$ cat src/rtl/intel8088_pkg.sv
// Shared types and defaults for the 8088 bus-sharing logic.
package intel8088_pkg;

    typedef enum logic [2:0] {
        IDLE,
        HOLD_REQ,
        GRANT,
        TURN,
        RELEASE
    } hold_state_e;

    localparam int HOLD_N_DEFAULT   = 4;
    localparam int MAX_HOLD_DEFAULT = 16;

endpackage

$ cat src/rtl/hold_arbiter_rr_pick.sv
// Combinational round-robin picker: first set request at or after ptr.
module rr_pick #(
    parameter int N = 4
) (
    input  logic [N-1:0]         req,
    input  logic [$clog2(N)-1:0] ptr,
    output logic                 valid,
    output logic [$clog2(N)-1:0] idx
);

    localparam int W = $clog2(N);

    logic [W-1:0] j;

    // Walk from the farthest offset down so the nearest hit wins last.
    always_comb begin
        valid = 1'b0;
        idx   = '0;
        j     = '0;
        for (int i = N - 1; i >= 0; i--) begin
            j = W'((int'(ptr) + i) % N);
            if (req[j]) begin
                valid = 1'b1;
                idx   = j;
            end
        end
    end

endmodule

$ cat src/rtl/hold_arbiter.sv
// Shares the 8088 bus with N alternate masters via HOLD/HLDA,
// round-robin grants with a burst limit while others wait.
module hold_arbiter
    import intel8088_pkg::*;
#(
    parameter int N        = HOLD_N_DEFAULT,
    parameter int MAX_HOLD = MAX_HOLD_DEFAULT
) (
    input  logic                 CLK,
    input  logic                 RESET,
    input  logic [N-1:0]         REQ,
    output logic [N-1:0]         GNT,
    output logic                 HOLD,
    input  logic                 HLDA,
    output logic [$clog2(N)-1:0] OWNER,
    output logic                 BUSY,
    output logic                 PROTO_ERR
);

    localparam int W  = $clog2(N);
    localparam int CW = $clog2(MAX_HOLD + 1);

    hold_state_e  state;
    logic [W-1:0] ptr;
    logic [CW-1:0] cnt;

    logic         pick_valid;
    logic [W-1:0] pick_idx;
    logic [W-1:0] ptr_next;
    logic         owner_req;
    logic         rival;
    logic         at_limit;

    rr_pick #(.N(N)) u_pick (
        .req   (REQ),
        .ptr   (ptr),
        .valid (pick_valid),
        .idx   (pick_idx)
    );

    always_comb begin
        ptr_next  = (pick_idx == W'(N - 1)) ? '0 : pick_idx + 1'b1;
        owner_req = REQ[OWNER];
        rival     = |(REQ & ~(N'(1) << OWNER));
        at_limit  = cnt >= CW'(MAX_HOLD - 1);
    end

    always_ff @(posedge CLK or posedge RESET) begin
        if (RESET) begin
            state     <= IDLE;
            HOLD      <= 1'b0;
            GNT       <= '0;
            OWNER     <= '0;
            BUSY      <= 1'b0;
            PROTO_ERR <= 1'b0;
            ptr       <= '0;
            cnt       <= '0;
        end else begin
            unique case (state)
                IDLE: begin
                    if (|REQ) begin
                        state <= HOLD_REQ;
                        HOLD  <= 1'b1;
                        BUSY  <= 1'b1;
                    end
                end
                HOLD_REQ: begin
                    if (HLDA && pick_valid) begin
                        state <= GRANT;
                        GNT   <= N'(1) << pick_idx;
                        OWNER <= pick_idx;
                        ptr   <= ptr_next;
                        cnt   <= '0;
                    end else if (HLDA) begin
                        state <= RELEASE;
                        HOLD  <= 1'b0;
                    end
                end
                GRANT: begin
                    if (!HLDA) begin
                        // CPU took the bus back under us.
                        state     <= RELEASE;
                        HOLD      <= 1'b0;
                        GNT       <= '0;
                        PROTO_ERR <= 1'b1;
                    end else if (!owner_req || (at_limit && rival)) begin
                        state <= TURN;
                        GNT   <= '0;
                    end else if (cnt != CW'(MAX_HOLD)) begin
                        cnt <= cnt + 1'b1;
                    end
                end
                TURN: begin
                    if (!HLDA) begin
                        state     <= RELEASE;
                        HOLD      <= 1'b0;
                        PROTO_ERR <= 1'b1;
                    end else if (pick_valid) begin
                        state <= GRANT;
                        GNT   <= N'(1) << pick_idx;
                        OWNER <= pick_idx;
                        ptr   <= ptr_next;
                        cnt   <= '0;
                    end else begin
                        state <= RELEASE;
                        HOLD  <= 1'b0;
                    end
                end
                RELEASE: begin
                    if (!HLDA) begin
                        state <= IDLE;
                        BUSY  <= 1'b0;
                    end
                end
                default: begin
                    state <= IDLE;
                    HOLD  <= 1'b0;
                    GNT   <= '0;
                    BUSY  <= 1'b0;
                end
            endcase
        end
    end

endmodule

$ cat config.mk
export PLATFORM = sky130hd
export DESIGN_NAME = hold_arbiter
export DESIGN_NICKNAME = d
export VERILOG_FILES = /design/src/rtl/intel8088_pkg.sv /design/src/rtl/hold_arbiter_rr_pick.sv /design/src/rtl/hold_arbiter.sv
export SDC_FILE = /design/constraint.sdc
export NUM_CORES = 1
export LEC_CHECK = 0
export CELL_PAD_IN_SITES_DETAIL_PLACEMENT = 1
export CELL_PAD_IN_SITES_GLOBAL_PLACEMENT = 2
export CORE_MARGIN = 2
export CORE_UTILIZATION = 34
export CTS_BUF_LIST = sky130_fd_sc_hd__clkbuf_8
export CTS_CLUSTER_SIZE = 16
export DETAILED_ROUTE_END_ITERATION = 8
export PLACE_DENSITY_LB_ADDON = 0.1
export SLEW_MARGIN = 10
export SYNTH_ARGS = -nofsm -noshare
export SYNTH_HDL_FRONTEND = slang
export SYNTH_HIERARCHICAL = 1
export SYNTH_SLANG_ARGS = --single-unit
export TNS_END_PERCENT = 5
$ cat constraint.sdc
create_clock -name CLK -period 2.05 [get_ports CLK]
set_input_delay 0.41 -clock CLK [delete_from_list [all_inputs] [get_ports CLK]]
set_output_delay 0.41 -clock CLK [all_outputs]
set_load 0.05 [all_outputs]
==> reports/results.ini, run 1 <==
[outcome]
outcome=finished, final reports clean

[synth]
syn-num-nets=146
syn-cell-area_um2=1194
yosysTopAreaCell=dfrtp_1
async_flop_share=1.000
dominantRegCellSynth=dfrtp_1
synth_top_area_share=0.3983
syn-instance-count=132
synth-seq-cells=19
synthDistinctLibCells=39
synth_edf_count=0
yosys-top-cells-area=dfrtp_1, ha_1, nand3_1
avgSynthCellArea_um2=9.043
yosysWarnings=6
ys_seq_area_frac=0.3983

[place]
placed_area_um2=1513
place_inst=206
gp_congestion=0.7693
dp_slack_ns=-0.2973
dp_hpwl_mm=2.367
port_buffers=15

[pwr]
p_per_area_nw_per_um2=1267
p_int_mw=1.085
leakage_nw=0.6764
share_comb_of_total_power=0.538
clock_power_share=0.137
sequentialPowerShare=0.324
power_mw=1.999
ir_worst_vdd_mv=0.6643
p_sw_frac=0.4573
switchingPower_mw=0.9144

[setup_path]
cpMaxStageDelayCell=or4b_4
startpoint=REQ[2]
crit_path_max_fanout=7
start_kind=primary input
cp.arrival_ns=2.17
path_cells=clkdlybuf4s50_1 -> or4b_4 -> o22ai_2 -> o21ai_4 -> nor3_4 -> mux2i_1
endpoint_kind=flip-flop
max_stage_delay_ns=0.53
cp_data_required_time_ns=2.24
r2r_start=cnt[0]
crit_type=primary input to flip-flop

[final_layout]
final_area_um2=1578
multi_input_area_um2=668.1
post-route-util=0.4691
syn_to_final_growth_pct=32.18
finalNetCount=179
n_antenna_cell=0
final_cells=210
fill_cells=425
drive_gt1_frac=0.2012
seq_area_um2=475.5

[drt]
vias=1072
drt-wirelength-per-cell_um=14.35
finalWirelength_mm=3.014
first_iter_violations=49
ant_nets=0
post-route-drc-count=0
via_per_inst=5.105
firstDrtPassIters=4

[sta]
maxSlewViolCount=0
fin_worst_hold_slack_ns=0.4613
setup_viol=0
tightest_slew_ns=0.7533
finalCriticalPeriod_ns=1.986
fmax_mhz=503.5
period_share=0.9689
finClkSkew_ns=0.003100
relSlewSlack=0.4935
layout_setup_ws_ns=0.06379
setup-tns-final_ns=0
final_hold_viol_count=0

[die]
fp.dieH_um=63.25
io_pins=16
core-area_um2=3363
start_util=0.3549
die_w_um=63.25
dieArea_um2=4001
std_cell_rows=21

[grt]
grt_pass1_vias=1166
antenna_found_initial=0
grt_overflow=0
grt_pass1_wl_mm=5.319
track_usage=0.1677
grt_max_degree=20

[run]
cap_violations=0

[clock_network]
cts_tree=yes
path_clk_slew_ns=0.08
clockBufferDepth=2
cts_inserted_buffers=3
cts.sink_count=19
clkLatencyLatePin_ns=0.27
hold_buffers=0
cts_htree_levels=1
root_buffer=clkbuf_8

[hold_path]
hp-class=primary input to async pin

-- worst paths after layout --
check                       endpoint  slack, ns  depth (start not counted)
setup reg to reg              cnt[1]       0.14                          8
hold / removal                GNT[1]       0.46                          3
hold reg to reg            PROTO_ERR       0.49                          1
max in group asynchronous     cnt[1]       1.37                          3
min in group CLK           PROTO_ERR       0.49                          1
setup / recovery              cnt[1]       0.06                          6
-- cells by family after synthesis --
kind of cell / after synthesis / share of synthesized area
simple gates: 53 / 0.2285
compound gates: 28 / 0.1677
flops: 19 / 0.3983
buf+inv: 18 / 0.05765
mux: 7 / 0.07443
fa+ha+maj: 7 / 0.07337
-- power by group through the flow --
stage	Sequential (mW)	Combinational, mW	Clock (mW)
5_1_grt	0.674	1.18	0.298
4_1_cts	0.648	1.08	0.283
6_report	0.648	1.08	0.275
3_3_place_gp	0.645	1.05	0
2_1_floorplan	0.836	0.475	0
3_5_place_dp	0.653	1.07	0
-- critical path: cells and delay by family --
| family | cells | cell delay, ns |
|---|---|---|
| mux | 1 | 0.22 |
| compound gates | 2 | 0.31 |
| simple gates | 2 | 0.79 |
| buf+inv | 1 | 0.45 |
-- cell type report --
type | count | share of cell area
Clock buffer | 3 | 0.02617
Timing Repair Buffer | 32 | 0.1761
Tap cell | 46 | 0.03648
Sequential cell | 19 | 0.3013
Multi-Input combinational cell | 95 | 0.4235
Inverter | 14 | 0.03331
Clock inverter | 1 | 0.003172
-- cell usage in the layout (no fill, tap or decap), drive strengths merged, types with 3 or more instances in the layout --
master / synthesis / final
mux2i: 4 / 4
inv: 14 / 14
clkbuf: 3 / 3
nand3: 11 / 11
buf: 1 / 17
or3: 4 / 4
dfrtp: 19 / 19
nand2: 14 / 14
nor3: 3 / 3
a21oi: 3 / 3
nor2: 11 / 11
ha: 7 / 7
o21ai: 10 / 10
clkdlybuf4s50: 0 / 15
-- cell usage after synthesis (2+ instances only) --
master / count
dfrtp_1: 19
inv_1: 14
nand2_1: 14
nand3_1: 11
nor2_1: 11
o21ai_0: 9
ha_1: 7
mux2i_1: 4
a21oi_1: 3
clkbuf_1: 3
mux2_2: 2
nand2b_1: 2
nor3_1: 2
o21a_1: 2
o311ai_0: 2
o31ai_1: 2
or3_1: 2
or3_2: 2
-- state kept, by name, summed over array words and instances, names as in the netlist --
name	count
cnt	5
ptr	2
GNT	4
PROTO_ERR	1
OWNER	2
HOLD	1
state	3
BUSY	1
-- metal layers --
metal  track usage  vias to the layer above  wire [um]
li1              -                      533          -
met1        0.2182                      520       1383
met2        0.2832                       14       1518
met3       0.02143                        5         62
met4       0.06522                        0         49
met5             0                        -          0
-- repair_timing --
action / in CTS / in global routing
resized for setup: 1 / 5
endpoints found under the setup margin: 1 / 7
setup buffers: 0 / 0
pin swaps: 0 / 2
Note: power is estimated with default switching activity, not from simulation.
==> inputs of run 2 (changes only) <==
--- a/config.mk
+++ b/config.mk
@@ -12,6 +12,7 @@
 export CTS_BUF_LIST = sky130_fd_sc_hd__clkbuf_8
 export CTS_CLUSTER_SIZE = 16
 export DETAILED_ROUTE_END_ITERATION = 8
+export HOLD_SLACK_MARGIN = 0.12
 export PLACE_DENSITY_LB_ADDON = 0.1
 export SLEW_MARGIN = 10
 export SYNTH_ARGS = -nofsm -noshare
==> results of run 2 <==
Final layout, timing and power as in run 1 (identical DEF).
